<file path="config.mk">
export PLATFORM = sky130hd
export DESIGN_NAME = rr_req_queue_flat
export DESIGN_NICKNAME = d
export VERILOG_FILES = /design/src/rtl/rr_req_queue_if.sv /design/src/rtl/rr_req_queue.sv /design/src/flat_wrapper.sv
export SDC_FILE = /design/constraint.sdc
export NUM_CORES = 1
export LEC_CHECK = 0
export ABC_AREA = 1
export BUFFER_PORTS_ARGS = -buffer_cell sky130_fd_sc_hd__buf_2
export CAP_MARGIN = 20
export CELL_PAD_IN_SITES_DETAIL_PLACEMENT = 2
export CELL_PAD_IN_SITES_GLOBAL_PLACEMENT = 2
export CORE_UTILIZATION = 42
export CTS_BUF_LIST = sky130_fd_sc_hd__clkbuf_16
export DETAILED_ROUTE_END_ITERATION = 8
export GPL_TIMING_DRIVEN = 0
export PLACE_DENSITY = 0.8
export SETUP_SLACK_MARGIN = 0.05
export SLEW_MARGIN = 30
export SYNTH_ARGS = -nofsm -noshare
export SYNTH_HDL_FRONTEND = slang
export SYNTH_SLANG_ARGS = --single-unit
</file>
<file path="constraint.sdc">
create_clock -name clk -period 3.1 [get_ports clk]
set_input_delay 0.62 -clock clk [delete_from_list [all_inputs] [get_ports clk]]
set_output_delay 0.62 -clock clk [all_outputs]
set_load 0.05 [all_outputs]
</file>
<file path="src/rtl/rr_req_queue_if.sv">
// Producer/arbiter/consumer bundle for rr_req_queue; the queue itself uses the slave view.
interface rr_req_queue_if #(
    parameter int N  = 4,
    parameter int DW = 8,
    parameter int SW = 2
);
    logic [N-1:0]    in_valid;
    logic [N*DW-1:0] in_data;
    logic [N-1:0]    in_ready;
    logic [N-1:0]    req;
    logic [N-1:0]    grant;
    logic            out_valid;
    logic [DW-1:0]   out_data;
    logic [SW-1:0]   out_src;
    logic            out_ready;
    logic            err;

    modport slave (
        input  in_valid, in_data, grant, out_ready,
        output in_ready, req, out_valid, out_data, out_src, err
    );

    modport master (
        output in_valid, in_data, grant, out_ready,
        input  in_ready, req, out_valid, out_data, out_src, err
    );
endinterface

</file>
<file path="src/rtl/rr_req_queue.sv">
// Per-requester FIFOs feeding a round-robin arbiter; granted heads are tagged with their
// source index and forwarded through a 2-entry credit-protected output buffer.
module rr_req_queue #(
    parameter int N     = 4,
    parameter int DW    = 8,
    parameter int DEPTH = 4,
    parameter int AW    = 2,
    parameter int SW    = 2
) (
    input  logic          clk,
    input  logic          rst_an,
    rr_req_queue_if.slave bus
);
    localparam logic [AW:0]  FULL_CNT  = (AW+1)'(DEPTH);
    localparam logic [N-1:0] GRANT_ONE = N'(1);

    logic [N-1:0]  nonempty;
    logic [N-1:0]  pop_fifo;
    logic [N-1:0]  in_ready_w;
    logic [N-1:0]  req_raw;
    logic [N-1:0]  req_w;
    logic [DW-1:0] head_data [N];

    logic          grant_multi;
    logic          grant_ok;
    logic          grant_hit;
    logic          grant_empty;
    logic [SW-1:0] grant_idx;
    logic [DW-1:0] grant_data;

    logic          req_en;
    logic          out_pop;
    logic          ob_full;
    logic          ob_push;
    logic [1:0]    occ_q;
    logic [1:0]    occ_d;
    logic          ob_wr_q;
    logic          ob_rd_q;
    logic [DW-1:0] ob_data_q [2];
    logic [SW-1:0] ob_src_q  [2];
    logic          inflight_q;
    logic          err_q;
    logic          err_d;

    assign grant_multi = (bus.grant & (bus.grant - GRANT_ONE)) != '0;
    assign grant_ok    = (bus.grant != '0) & ~grant_multi;
    assign grant_hit   = grant_ok & ((bus.grant & nonempty) != '0);
    assign grant_empty = grant_ok & ((bus.grant & nonempty) == '0);

    always_comb begin
        grant_idx = '0;
        for (int i = 0; i < N; i++) begin
            if (bus.grant[i]) grant_idx = SW'(i);
        end
    end

    assign grant_data = head_data[grant_idx];

    genvar gi;
    generate
        for (gi = 0; gi < N; gi++) begin : g_fifo
            logic [DW-1:0] mem_q [DEPTH];
            logic [AW-1:0] wr_ptr_q;
            logic [AW-1:0] rd_ptr_q;
            logic [AW:0]   count_q;
            logic [AW:0]   count_d;
            logic          push;

            assign push           = bus.in_valid[gi] & in_ready_w[gi];
            assign pop_fifo[gi]   = grant_ok & bus.grant[gi] & nonempty[gi];
            assign in_ready_w[gi] = (count_q != FULL_CNT);
            assign nonempty[gi]   = (count_q != '0);
            // An entry granted this cycle is already spoken for, so it no longer counts as a request.
            assign req_raw[gi]    = (count_q - {{AW{1'b0}}, bus.grant[gi]}) != '0;
            assign head_data[gi]  = mem_q[rd_ptr_q];
            assign count_d        = count_q + {{AW{1'b0}}, push} - {{AW{1'b0}}, pop_fifo[gi]};

            always_ff @(posedge clk) begin
                if (push) mem_q[wr_ptr_q] <= bus.in_data[gi*DW +: DW];
            end

            always_ff @(posedge clk or negedge rst_an) begin
                if (!rst_an) begin
                    wr_ptr_q <= '0;
                    rd_ptr_q <= '0;
                    count_q  <= '0;
                end else begin
                    if (push)         wr_ptr_q <= wr_ptr_q + 1'b1;
                    if (pop_fifo[gi]) rd_ptr_q <= rd_ptr_q + 1'b1;
                    count_q <= count_d;
                end
            end
        end
    endgenerate

    // Buffer slots plus the single grant that may still be in flight act as credits.
    assign req_en  = ({1'b0, occ_q} + {2'b00, inflight_q}) < 3'd2;
    assign req_w   = {N{rst_an & req_en}} & req_raw;

    assign out_pop = (occ_q != 2'd0) & bus.out_ready;
    assign ob_full = (occ_q == 2'd2) & ~out_pop;
    assign ob_push = grant_hit & ~ob_full;
    assign occ_d   = occ_q + {1'b0, ob_push} - {1'b0, out_pop};
    assign err_d   = err_q | grant_multi | grant_empty | (grant_hit & ob_full);

    always_ff @(posedge clk or negedge rst_an) begin
        if (!rst_an) begin
            occ_q      <= '0;
            ob_wr_q    <= 1'b0;
            ob_rd_q    <= 1'b0;
            inflight_q <= 1'b0;
            err_q      <= 1'b0;
            for (int k = 0; k < 2; k++) begin
                ob_data_q[k] <= '0;
                ob_src_q[k]  <= '0;
            end
        end else begin
            occ_q      <= occ_d;
            err_q      <= err_d;
            inflight_q <= |req_w;
            if (ob_push) begin
                ob_data_q[ob_wr_q] <= grant_data;
                ob_src_q[ob_wr_q]  <= grant_idx;
                ob_wr_q            <= ~ob_wr_q;
            end
            if (out_pop) ob_rd_q <= ~ob_rd_q;
        end
    end

    assign bus.in_ready  = in_ready_w;
    assign bus.req       = req_w;
    assign bus.out_valid = (occ_q != 2'd0);
    assign bus.out_data  = ob_data_q[ob_rd_q];
    assign bus.out_src   = ob_src_q[ob_rd_q];
    assign bus.err       = err_q;
endmodule

</file>
<file path="src/flat_wrapper.sv">
// flat-port wrapper written by rule: the top's interface ports become plain ports
module rr_req_queue_flat 
#(
    parameter int N     = 4,
    parameter int DW    = 8,
    parameter int DEPTH = 4,
    parameter int AW    = 2,
    parameter int SW    = 2
)
  (clk, rst_an, bus_in_valid, bus_in_data, bus_grant, bus_out_ready, bus_in_ready, bus_req, bus_out_valid, bus_out_data, bus_out_src, bus_err);
  rr_req_queue_if #(.N(N), .DW(DW), .SW(SW)) bus_i ();
  input  logic clk;
  input  logic rst_an;
  input wire logic [$bits(bus_i.in_valid)-1:0] bus_in_valid;
  input wire logic [$bits(bus_i.in_data)-1:0] bus_in_data;
  input wire logic [$bits(bus_i.grant)-1:0] bus_grant;
  input wire logic [$bits(bus_i.out_ready)-1:0] bus_out_ready;
  output wire logic [$bits(bus_i.in_ready)-1:0] bus_in_ready;
  output wire logic [$bits(bus_i.req)-1:0] bus_req;
  output wire logic [$bits(bus_i.out_valid)-1:0] bus_out_valid;
  output wire logic [$bits(bus_i.out_data)-1:0] bus_out_data;
  output wire logic [$bits(bus_i.out_src)-1:0] bus_out_src;
  output wire logic [$bits(bus_i.err)-1:0] bus_err;
  assign bus_i.in_valid = bus_in_valid;
  assign bus_i.in_data = bus_in_data;
  assign bus_i.grant = bus_grant;
  assign bus_i.out_ready = bus_out_ready;
  assign bus_in_ready = bus_i.in_ready;
  assign bus_req = bus_i.req;
  assign bus_out_valid = bus_i.out_valid;
  assign bus_out_data = bus_i.out_data;
  assign bus_out_src = bus_i.out_src;
  assign bus_err = bus_i.err;
  rr_req_queue #(.N(N), .DW(DW), .DEPTH(DEPTH), .AW(AW), .SW(SW)) u_core (.clk(clk), .rst_an(rst_an), .bus(bus_i));
endmodule
</file>
* Word level (Yosys, flattened, before mapping)
Memory sizes are Yosys's and may differ from the RTL's.
Index checks and enable logic that the tools add are counted.
** Cells by class
- Multipliers :: 0
- Shift operators :: 0
- Add/sub/neg operators :: 24
- Eq/ne operators :: 5
- Divide/modulo/power cells :: 0
- Bitwise logic cells :: 34
- Mux-type cells :: 26
- Reductions and logical operators :: 15
- Magnitude comparators :: 5
** Operators by type and width (number)
- 2-to-1 mux 8 bit :: 6
- nonzero test 3 bit :: 8
- subtractor 3 x 1 -> 3 bit :: 8
- AND 1 bit :: 20
- adder 2 x 1 -> 2 bit (second input constant) :: 8
- binary-select mux 8 bit (select 2 bit) :: 1
- bitwise mux 16 bit :: 1
- adder 3 x 1 -> 3 bit :: 4
- AND 4 bit :: 3
- 2-to-1 mux 2 bit :: 6
- != test 3 bit (second input constant) :: 4
- nonzero test 4 bit :: 3
- 2-to-1 mux 1 bit :: 9
- demux 8 bit (select 1 bit) :: 1
- NOT 1 bit :: 5
- bitwise mux 4 bit :: 1
- greater-or-equal comparator 2 bit (second input constant) :: 2
- zero test 4 bit :: 1
- NOT 1 -> 2 bit :: 2
- OR reduction 4 bit :: 1
- subtractor 4 x 1 -> 4 bit (second input constant) :: 1
- adder 2 x 1 -> 3 bit :: 1
- greater-or-equal comparator 3 bit (second input constant) :: 1
- < comparator 3 x 2 -> 1 bit (second input constant) :: 1
- 9 further kinds :: 11
** Storage, ports and cells
- Memories :: 4
- Memory bits (read-only) :: 0
- Output and inout bits :: 20
- Word-level logic and storage cells :: 134
- Latch bits :: 0
- Bits in registers :: 54
- Bits in writable memories :: 128
- Bits of input ports :: 43
** Memories
- u_core.g_fifo[0].mem_q :: depth 4, width 8, rd ports 1, clocked after memory_dff 0, wr ports 1, RTL line rr_req_queue.sv:62 : logic [DW-1:0] mem_q [DEPTH];
- u_core.g_fifo[1].mem_q :: depth 4, width 8, rd ports 1, clocked after memory_dff 0, wr ports 1, RTL line rr_req_queue.sv:62
- u_core.g_fifo[2].mem_q :: depth 4, width 8, rd ports 1, clocked after memory_dff 0, wr ports 1, RTL line rr_req_queue.sv:62
- u_core.g_fifo[3].mem_q :: depth 4, width 8, rd ports 1, clocked after memory_dff 0, wr ports 1, RTL line rr_req_queue.sv:62

* Depth between registers and ports, before layout
Gate-level depths: netlist (run 1).
- Depth in word-level cells :: 9
- Mapped depth :: 12
- Mapped depth without buffers :: 12

* Least setup slack after synthesis (run 1)
OpenSTA, ideal clock, no wires.
- Path type :: input to output
- Start point :: in bus_grant[0]
- End point :: out bus_req[0]
- Data required time :: 2.480 ns
- Setup slack :: 0.720 ns
- Cell stages on the path :: 2
- Path buffers :: 0
- Arrival time :: 1.760 ns
- Path through :: ha_1 -> a31oi_1
** Between the ends
- Longest elaborated chain between the ends :: 3
** Ends and longest elaborated chain
- start: declaration :: RTL line flat_wrapper.sv:16 : input wire logic [$bits(bus_i.grant)-1:0] bus_grant;
- subtractor 3 x 1 -> 3 bit :: RTL line rr_req_queue.sv:74 : assign req_raw[gi] = (count_q - {{AW{1'b0}}, bus.grant[gi]}) != '0;
- nonzero test 3 bit :: RTL line rr_req_queue.sv:74
- AND 4 bit :: RTL line rr_req_queue.sv:98 : assign req_w = {N{rst_an & req_en}} & req_raw;
- end: declaration :: RTL line flat_wrapper.sv:19 : output wire logic [$bits(bus_i.req)-1:0] bus_req;
No other way between the ends.

* Worst setup path after layout (run 1)
- Start point :: in rst_an
- End point :: out bus_req[0]
** Between the ends
- Longest elaborated chain between the ends :: 2
** Ends and longest elaborated chain
- start: declaration :: RTL line flat_wrapper.sv:13 : input logic rst_an;
- AND 1 bit :: RTL line rr_req_queue.sv:98
- AND 4 bit :: RTL line rr_req_queue.sv:98
No other way between the ends.

==> results.py, run 1 <==
metrics = {
    "run_status": {
        "status": "completed",
    },
    "timing": {
        "finalSetupViolCount": 0,
        "worst_pin_slew_ns": 0.878,
        "finalCritPeriodShare": 0.872,
        "max_slew_margin": 0.413,
        "rsz0062_at_grt": "false",
        "fin_ws_ns": 0.397,
        "finalClockSkew_ns": 0.0104,
        "fin_hold_ws_ns": 0.160,
        "fin_crit_ns": 2.70,
        "max_freq_mhz": 370,
        "finalMaxSlewViolations": 0,
        "hold_viol": 0,
    },
    "detailed_routing": {
        "routed_wl_mm": 24.7,
        "drt_iter0_drc": 250,
        "firstDrtPassIters": 4,
        "routedWlPerCell_um": 20.9,
        "drc": 0,
        "vias": 6071,
        "postRouteAntennaNets": 0,
        "via_per_inst": 5.14,
    },
    "yosys": {
        "synth.avg_cell_area_um2": 10.2,
        "synth_area_leader_cell": "edfxtp_1",
        "yosys.area.top_type_share": 0.461,
        "synth_most_common_cell": "nand2_1",
        "syn_area_mm2": 0.00834,
        "ys_async_sr_fraction": 0.297,
        "ys.flop_type": "edfxtp_1",
        "ys_ff_latch": 182,
        "netlist_instances": 820,
        "synthTopCellsByCount": "nand2_1, edfxtp_1, nand3_1, inv_1, dfrtp_1",
        "yosysUniqueCellTypes": 29,
        "synth_edf_count": 128,
        "ys_warn_count": 0,
        "yosysSeqAreaShare": 0.623,
        "synthTopCellsByArea": "edfxtp_1, dfrtp_1, nand2_1",
        "syn_nets": 897,
    },
    "layout": {
        "layout.nets": 978,
        "instances_no_fill": 1180,
        "area_growth_pct": 14.5,
        "drive_gt1_frac": 0.146,
        "finalInstanceArea_mm2": 0.00955,
    },
    "pwr": {
        "ir_drop_v": 0.000500,
        "power_density_mw_per_mm2": 1030,
        "leakagePower_nw": 4.31,
        "total_power_mw": 9.83,
    },
    "floorplanning": {
        "fp.dieArea_mm2": 0.0204,
        "rows": 51,
        "dieHeight_um": 143,
        "design.core.area_mm2": 0.0195,
        "ioPinCount": 63,
        "fp.dieW_um": 143,
        "initial_utilization": 0.429,
    },
    "clock_network": {
        "cts_buffers": 17,
        "tritoncts": "done",
        "cts_root_buf": "clkbuf_16",
        "post_cts_buffers": 0,
        "cts.sinks": 182,
        "clock_path_buffers": 2,
        "cts-htree-levels": 4,
        "clk_pin_slew_ns": 0.07,
        "clk_latency_ns": 0.43,
    },
    "setup_path": {
        "cp_cell_sequence": "buf_6 > nand3_1 > a31oi_1 > buf_2",
        "worstSetupPathType": "input port to output pin",
        "crit_path_top_delay_cell": "buf_6",
        "critPathMaxFanout": 55,
        "arrival_ns": 2.08,
        "end_kind": "output pin",
        "critPathMaxStageDelay_ns": 0.42,
        "critical_path_required_ns": 2.48,
        "critPathLaunchType": "input port",
    },
    "placed_design": {
        "io_buffer_count": 62,
        "gp_congestion": 0.792,
        "dp_slack_ns": 0.158,
        "dpl.hpwl_mm": 16.7,
        "postPlaceCellArea_mm2": 0.00899,
        "place_inst": 1147,
    },
    "global_route": {
        "grt_pass1_wl_mm": 38.3,
        "overflow": 0,
        "grt_max_degree": 56,
        "antenna_found_initial": 3,
        "track_usage": 0.257,
        "grt_pass1_vias": 6816,
    },
    "job": {
        "drv_cap": 0,
    },
    "hold_path": {
        "min_path_type": "input port to async pin",
    },
}
-- where the power goes --
part           leakage (nW)  switching, mW  internal, mW
Clock                 0.264           1.00          1.11
Combinational          2.23           2.91          1.12
Sequential             1.82          0.339          3.34
-- critical path: cells and delay by family --
kind	cells	cell delay, ns
AND/OR/NAND/NOR	1	0.29
AO/OA/AOI/OAI	1	0.36
buffers and inverters	2	0.76
-- path summary, 6_finish.rpt --
| check | start | to | slack (ns) | cells past startpoint |
|---|---|---|---|---|
| min in group clk | bus_in_data[24] | u_core.g_fifo[3].mem_q[2][0]$_DFFE_PP_ | 0.41 | 1 |
| setup reg to reg | u_core.g_fifo[1].count_q[1]$_DFF_PN0_ | u_core.g_fifo[1].count_q[2]$_DFF_PN0_ | 0.81 | 11 |
| setup / recovery | rst_an | bus_req[0] | 0.40 | 4 |
| hold / removal | rst_an | u_core.ob_src_q[3]$_DFFE_PN0P_ | 0.16 | 1 |
| max in group asynchronous | rst_an | u_core.ob_data_q[5]$_DFFE_PN0P_ | 2.54 | 1 |
| hold reg to reg | u_core.ob_data_q[2]$_DFFE_PN0P_ | u_core.ob_data_q[2]$_DFFE_PN0P_ | 0.48 | 2 |
-- sequential cells by signal, indices dropped and copies added, names as in the netlist --
signal                  count
u_core.bus.err              1
u_core.g_fifo.count_q      12
u_core.g_fifo.mem_q       128
u_core.g_fifo.rd_ptr_q      8
u_core.g_fifo.wr_ptr_q      8
u_core.inflight_q           1
u_core.ob_data_q           16
u_core.ob_rd_q              1
u_core.ob_src_q             4
u_core.ob_wr_q              1
u_core.occ_q                2
-- repair_timing --
item / 4_1_cts / 5_1_grt
hold buffers: 0 / 0
endpoints found under the setup margin: 0 / 1
gates resized for setup: 0 / 1
-- per-layer routing --
metal / vias up / share of wire / GRT usage
met5: - / 0.00041 / 0
met4: 2 / 0.019 / 0.0849
met3: 36 / 0.025 / 0.0355
met2: 108 / 0.52 / 0.459
met1: 3106 / 0.43 / 0.320
li1: 2819 / - / -
-- area by class of cell --
class | instances | area [um^2]
Tap cell | 265 | 332
Sequential cell | 182 | 5190
Fill cell | 2031 | 9910
Buffer | 28 | 185
Multi-Input combinational cell | 512 | 2590
Clock buffer | 17 | 425
Timing Repair Buffer | 62 | 317
Inverter | 98 | 368
Clock inverter | 15 | 131
Antenna cell | 1 | 2.50
-- cells by family after synthesis --
family                   count (synthesis)  synth area share
XOR/XNOR                                24            0.0252
AO/OA/AOI/OAI                           18            0.0115
adder cells (fa/ha/maj)                 34            0.0546
flip-flops                             182             0.623
AND/OR/NAND/NOR                        436             0.220
buffers and inverters                  126            0.0663
-- cell usage in the layout (no fill, tap or decap), types with 5 or more instances in the layout --
cell type,n
buf_2,74
buf_4,8
buf_6,5
clkbuf_16,17
clkinv_1,5
dfrtp_1,54
edfxtp_1,128
ha_1,30
inv_1,92
nand2_1,269
nand3_1,106
nor2_1,47
o21ai_0,14
xnor2_1,9
xor2_1,15
-- metrics by stage --
stage	util	TNS (ns)
6_report	0.491	0
3_3_place_gp	0.462	-1.02
4_1_cts	0.490	0
2_1_floorplan	-	0
5_1_grt	0.491	0
3_5_place_dp	0.462	0
Note: power is estimated with default switching activity, not from simulation.
==> run 2: changes to the inputs <==
--- a/config.mk
+++ b/config.mk
@@ -5,12 +5,11 @@
 export SDC_FILE = /design/constraint.sdc
 export NUM_CORES = 1
 export LEC_CHECK = 0
-export ABC_AREA = 1
 export BUFFER_PORTS_ARGS = -buffer_cell sky130_fd_sc_hd__buf_2
 export CAP_MARGIN = 20
 export CELL_PAD_IN_SITES_DETAIL_PLACEMENT = 2
 export CELL_PAD_IN_SITES_GLOBAL_PLACEMENT = 2
-export CORE_UTILIZATION = 42
+export CORE_UTILIZATION = 48
 export CTS_BUF_LIST = sky130_fd_sc_hd__clkbuf_16
 export DETAILED_ROUTE_END_ITERATION = 8
 export GPL_TIMING_DRIVEN = 0
==> results.py, run 2 <==
metrics = {
    "run_status": {
        "status": "completed",
    },
    "timing": {
        "max_freq_mhz": 348,
        "finalSetupViolCount": 0,
        "finalClockSkew_ns": 0.0146,
        "worst_pin_slew_ns": 0.724,
        "finalCritPeriodShare": 0.928,
        "fin_ws_ns": 0.223,
        "fin_crit_ns": 2.88,
        "rsz0062_at_grt": "false",
        "finalMaxSlewViolations": 0,
        "max_slew_margin": 0.517,
        "hold_viol": 0,
        "fin_hold_ws_ns": 0.129,
    },
    "setup_path": {
        "end_kind": "register",
        "critPathMaxFanout": 7,
        "critPathMaxStageDelay_ns": 0.39,
        "worstSetupPathType": "input port to register",
        "critical_path_required_ns": 3.46,
        "arrival_ns": 3.24,
        "critPathLaunchType": "input port",
        "crit_path_top_delay_cell": "fa_1",
        "cp_cell_sequence": "buf_2 > clkbuf_1 > or2_1 > or3_1 > buf_2 > a21oi_2 > ha_1 > inv_1 > ha_1 > fa_1 > xnor2_1 > xnor2_1",
    },
    "global_route": {
        "antenna_found_initial": 0,
        "use_met1": 0.321,
        "grt_max_degree": 56,
        "overflow": 0,
        "met3_usage": 0.0425,
        "grt_util_met2": 0.468,
        "grt.busiest_layer": "met2",
        "grt_pass1_wl_mm": 30.4,
        "grt_pass1_vias": 4844,
        "track_usage": 0.264,
    },
    "layout": {
        "top_register": "u_core.g_fifo.mem_q",
        "instances_no_fill": 763,
        "layout.nets": 611,
        "drive_gt1_frac": 0.302,
        "area_growth_pct": 15.1,
        "n_fill_cell": 1403,
        "finalInstanceArea_mm2": 0.00900,
        "largestRegisters": "u_core.g_fifo.mem_q (128), u_core.ob_data_q (16), u_core.g_fifo.count_q (12)",
        "final_common_cell": "edfxtp_1",
        "antenna_cells": 0,
        "largest_reg_flops": 128,
        "layout_common_cells": "edfxtp_1, buf_2, dfrtp_1",
    },
    "detailed_routing": {
        "vias": 4341,
        "postRouteAntennaNets": 0,
        "drt_iter0_drc": 196,
        "routed_wl_mm": 20.4,
        "firstDrtPassIters": 4,
        "routedWlPerCell_um": 26.7,
        "drc": 0,
        "via_per_inst": 5.69,
    },
    "clock_network": {
        "cts_buffers": 17,
        "cts.sinks": 182,
        "cts_root_buf": "clkbuf_16",
        "clock_path_buffers": 2,
        "tritoncts": "done",
        "cts-htree-levels": 4,
        "cts_hold_buf": 0,
        "clk_latency_ns": 0.44,
        "clk_pin_slew_ns": 0.07,
    },
    "yosys": {
        "yosysUniqueCellTypes": 38,
        "synth_edf_count": 128,
        "ys_ff_latch": 182,
        "synth.avg_cell_area_um2": 17.3,
        "syn_area_mm2": 0.00781,
        "synthTopCellsByCount": "edfxtp_1, dfrtp_1, inv_1, mux2_2, mux4_2",
        "ys.flop_type": "edfxtp_1",
        "yosys.area.top_type_share": 0.492,
        "synthTopCellsByArea": "edfxtp_1, dfrtp_1, mux4_2",
        "ys_warn_count": 0,
        "synth_most_common_cell": "edfxtp_1",
        "syn_nets": 529,
        "yosysSeqAreaShare": 0.665,
        "ys_async_sr_fraction": 0.297,
        "synth_area_leader_cell": "edfxtp_1",
        "netlist_instances": 452,
    },
    "pwr": {
        "total_power_mw": 9.40,
        "ir_drop_v": 0.000541,
        "leakagePower_nw": 3.48,
        "power_density_mw_per_mm2": 1040,
    },
    "placed_design": {
        "place_inst": 730,
        "io_buffer_count": 62,
        "dp_slack_ns": -0.392,
        "dpl.hpwl_mm": 14.2,
        "postPlaceCellArea_mm2": 0.00840,
        "gp_congestion": 0.715,
    },
    "floorplanning": {
        "fp.dieArea_mm2": 0.0168,
        "fp.dieW_um": 130,
        "initial_utilization": 0.492,
        "rows": 46,
        "dieHeight_um": 130,
        "design.core.area_mm2": 0.0159,
        "ioPinCount": 63,
    },
    "job": {
        "drv_cap": 0,
    },
    "hold_path": {
        "min_path_type": "input port to async pin",
    },
}
[run 2: final cells by class]
class / instances / area (um^2) / share of cell area
buffer: 18 / 72.6 / 0.00807
clock buffer: 17 / 425 / 0.0473
clock inverter: 15 / 154 / 0.0171
inverter: 32 / 120 / 0.0134
multi-input combinational: 220 / 2430 / 0.271
sequential: 182 / 5190 / 0.577
tap: 216 / 270 / 0.0300
timing repair buffer: 63 / 324 / 0.0360
[run 2: metrics by stage]
step           TNS [ns]  utilization
2_1_floorplan         0            -
3_3_place_gp      -1.75        0.528
3_5_place_dp      -1.23        0.529
4_1_cts               0        0.566
5_1_grt               0        0.566
6_report              0        0.566
[run 2: power breakdown]
part           internal, mW  total [mW]  leakage (nW)  switching [mW]
clock                  1.19        2.14         0.286           0.947
combinational          1.34        3.52          1.39            2.18
sequential             3.36        3.74          1.81           0.386
[run 2: critical path, delay by kind of cell]
family	cells	cell delay, ns
XOR/XNOR	2	0.34
adder cells (fa/ha/maj)	3	0.75
buffers and inverters	4	0.60
AO/OA/AOI/OAI	1	0.23
AND/OR/NAND/NOR	2	0.70
[run 2: logic make-up after synthesis]
| logic type | synth area share |
|---|---|
| AOI/OAI and AO/OA | 0.0323 |
| xor gates and xnor gates | 0.0325 |
| adders and majority gates | 0.0583 |
| buffers and inverters | 0.0247 |
| DFF | 0.665 |
| muxes | 0.151 |
| and+or+nand+nor | 0.0359 |
[run 2: metal layers]
metal  vias up  wire (um)
li1       1886          -
met3        34        605
met5         -          0
met2       110      10800
met4         0        566
met1      2311       8410
[run 2: worst paths after layout]
path                                                       start                                endpoint  depth (start not counted)  slack, ns
setup reg to reg           u_core.g_fifo[1].count_q[1]$_DFF_PN0_   u_core.g_fifo[1].count_q[2]$_DFF_PN0_                          9       0.43
min in group clk                                 bus_in_data[31]  u_core.g_fifo[3].mem_q[1][7]$_DFFE_PP_                          1       0.39
setup / recovery                                    bus_grant[3]   u_core.g_fifo[3].count_q[2]$_DFF_PN0_                         12       0.22
max in group asynchronous                                 rst_an   u_core.g_fifo[3].count_q[1]$_DFF_PN0_                          1       2.57
hold / removal                                            rst_an         u_core.ob_data_q[3]$_DFFE_PN0P_                          1       0.13
hold reg to reg                   u_core.ob_src_q[3]$_DFFE_PN0P_          u_core.ob_src_q[3]$_DFFE_PN0P_                          1       0.49
[run 2: timing repair]
item,in CTS,in global routing
pin swaps,1,0
resized for setup,1,2
setup endpoints to repair,4,2
setup buffers,1,0
==> run 3: changes to the inputs <==
--- a/config.mk
+++ b/config.mk
@@ -5,15 +5,16 @@
 export SDC_FILE = /design/constraint.sdc
 export NUM_CORES = 1
 export LEC_CHECK = 0
+export ABC_AREA = 1
 export BUFFER_PORTS_ARGS = -buffer_cell sky130_fd_sc_hd__buf_2
 export CAP_MARGIN = 20
 export CELL_PAD_IN_SITES_DETAIL_PLACEMENT = 2
 export CELL_PAD_IN_SITES_GLOBAL_PLACEMENT = 2
-export CORE_UTILIZATION = 48
+export CORE_UTILIZATION = 35
 export CTS_BUF_LIST = sky130_fd_sc_hd__clkbuf_16
 export DETAILED_ROUTE_END_ITERATION = 8
 export GPL_TIMING_DRIVEN = 0
-export PLACE_DENSITY = 0.8
+export PLACE_DENSITY = 0.71
 export SETUP_SLACK_MARGIN = 0.05
 export SLEW_MARGIN = 30
 export SYNTH_ARGS = -nofsm -noshare
==> constraint.sdc (replaced) <==
create_clock -name clk -period 2.4 [get_ports clk]
set_input_delay 0.48 -clock clk [delete_from_list [all_inputs] [get_ports clk]]
set_output_delay 0.48 -clock clk [all_outputs]
set_load 0.05 [all_outputs]
==> results.py, run 3 (synthesis gave the netlist of run 1 again) <==
metrics = {
    "layout": {
        "final_util": 0.415,
        "area_growth_pct": 16.4,
        "layout.nets": 978,
        "n_fill_cell": 2545,
        "layout_common_cells": "nand2_1, edfxtp_1, nand3_1",
        "largestRegisters": "u_core.g_fifo.mem_q (128), u_core.ob_data_q (16), u_core.g_fifo.count_q (12)",
        "regArea_mm2": 0.00519,
        "drive_gt1_frac": 0.160,
        "largest_reg_flops": 128,
        "instances_no_fill": 1233,
        "multi_input_area_mm2": 0.00263,
        "antenna_cells": 0,
        "final_common_cell": "nand2_1",
        "top_register": "u_core.g_fifo.mem_q",
    },
    "setup_path": {
        "critPathLaunchType": "register",
        "critical_path_required_ns": 1.92,
        "arrival_ns": 1.72,
        "worstSetupPathType": "register to output pin",
        "end_kind": "output pin",
        "critPathMaxFanout": 4,
    },
    "global_route": {
        "grt_max_degree": 55,
        "grt_pass1_vias": 6437,
        "grt_pass1_wl_mm": 36.8,
        "antenna_found_initial": 0,
        "overflow": 0,
        "track_usage": 0.205,
    },
    "clock_network": {
        "tritoncts": "done",
        "clock_path_buffers": 2,
        "cts-htree-levels": 4,
        "clk_latency_ns": 0.44,
        "cts_buffers": 17,
        "clk_pin_slew_ns": 0.07,
        "cts.sinks": 182,
        "cts_root_buf": "clkbuf_16",
    },
    "floorplanning": {
        "rows": 56,
        "initial_utilization": 0.357,
        "design.core.area_mm2": 0.0234,
        "fp.dieW_um": 156,
        "ioPinCount": 63,
        "fp.dieArea_mm2": 0.0245,
        "dieHeight_um": 156,
    },
    "pwr": {
        "leakagePower_nw": 4.36,
        "total_power_mw": 12.7,
        "ir_drop_v": 0.000570,
        "power_density_mw_per_mm2": 1310,
    },
    "run_status": {
        "status": "completed",
    },
    "job": {
        "drv_cap": 0,
    },
    "timing": {
        "finalClockSkew_ns": 0.0147,
        "finalCritPeriodShare": 0.916,
        "max_freq_mhz": 455,
        "rsz0062_at_grt": "false",
        "hold_viol": 0,
        "finalMaxSlewViolations": 0,
        "fin_hold_ws_ns": 0.0323,
        "fin_crit_ns": 2.20,
        "finalSetupViolCount": 0,
        "max_slew_margin": 0.389,
        "worst_pin_slew_ns": 0.912,
        "tns_ns": 0,
    },
    "detailed_routing": {
        "routedWlPerCell_um": 18.9,
        "drc": 0,
        "vias": 5895,
        "drt_iter0_drc": 281,
        "via_per_inst": 4.78,
        "postRouteAntennaNets": 0,
        "routed_wl_mm": 23.3,
        "firstDrtPassIters": 5,
    },
    "placed_design": {
        "gp_congestion": 0.758,
        "place_inst": 1201,
        "dpl.hpwl_mm": 16.1,
        "io_buffer_count": 62,
    },
    "hold_path": {
        "min_path_type": "input port to async pin",
    },
}
run 3: worst paths after layout:
kind,start,endpoint,slack (ns),cells past startpoint
max in group asynchronous,rst_an,u_core.g_fifo[2].rd_ptr_q[0]$_DFFE_PN0P_,2.12,2
worst max register to register,u_core.g_fifo[1].count_q[2]$_DFF_PN0_,u_core.g_fifo[1].count_q[2]$_DFF_PN0_,0.22,11
worst min-delay path,rst_an,u_core.ob_src_q[3]$_DFFE_PN0P_,0.03,2
worst max-delay path,u_core.g_fifo[0].count_q[0]$_DFF_PN0_,bus_req[0],0.20,4
worst min register to register,u_core.ob_data_q[11]$_DFFE_PN0P_,u_core.ob_data_q[11]$_DFFE_PN0P_,0.48,2
min in group clk,bus_in_data[4],u_core.g_fifo[0].mem_q[2][4]$_DFFE_PP_,0.25,1
run 3: final cells by class:
cell class,count,area share
Buffer,27,0.0188
Clock buffer,17,0.0438
Clock inverter,15,0.0160
Inverter,98,0.0379
Multi-Input combinational cell,512,0.271
Sequential cell,182,0.535
Tap cell,319,0.0411
Timing Repair Buffer,63,0.0363
run 3: per-layer routing:
layer | share of wire | up-vias | track usage
met1 | 0.46 | 2964 | 0.267
met2 | 0.50 | 92 | 0.350
met5 | 0 | - | 0
li1 | - | 2809 | -
met3 | 0.027 | 30 | 0.0324
met4 | 0.015 | 0 | 0.0612
run 3: critical path, cell delays in order (launching register included):
cell and delay [ns]:
dfrtp_1 0.36, inv_1 0.11, ha_1 0.25, a31oi_2 0.27, clkbuf_4 0.29
run 3: repair_timing:
item,in CTS,in global routing
setup buffers,0,0
cloned,0,0
setup endpoints to repair,6,5
gates resized for setup,3,9
hold endpoints to repair,54,0
hold buffers,1,0
run 3: metrics by stage:
step                      setup WS, ns  instance area, um^2
after global routing            0.0368                 9710
after floorplan                  0.201                 8340
final                            0.201                 9710
after CTS                       0.0573                 9670
after detailed placement        -0.263                 9050
after global placement          -0.827                 9050
run 3: report_power, final:
part	internal, mW	switching, mW
sequential	4.32	0.398
combinational	1.48	3.64
clock	1.48	1.35
total	7.27	5.40
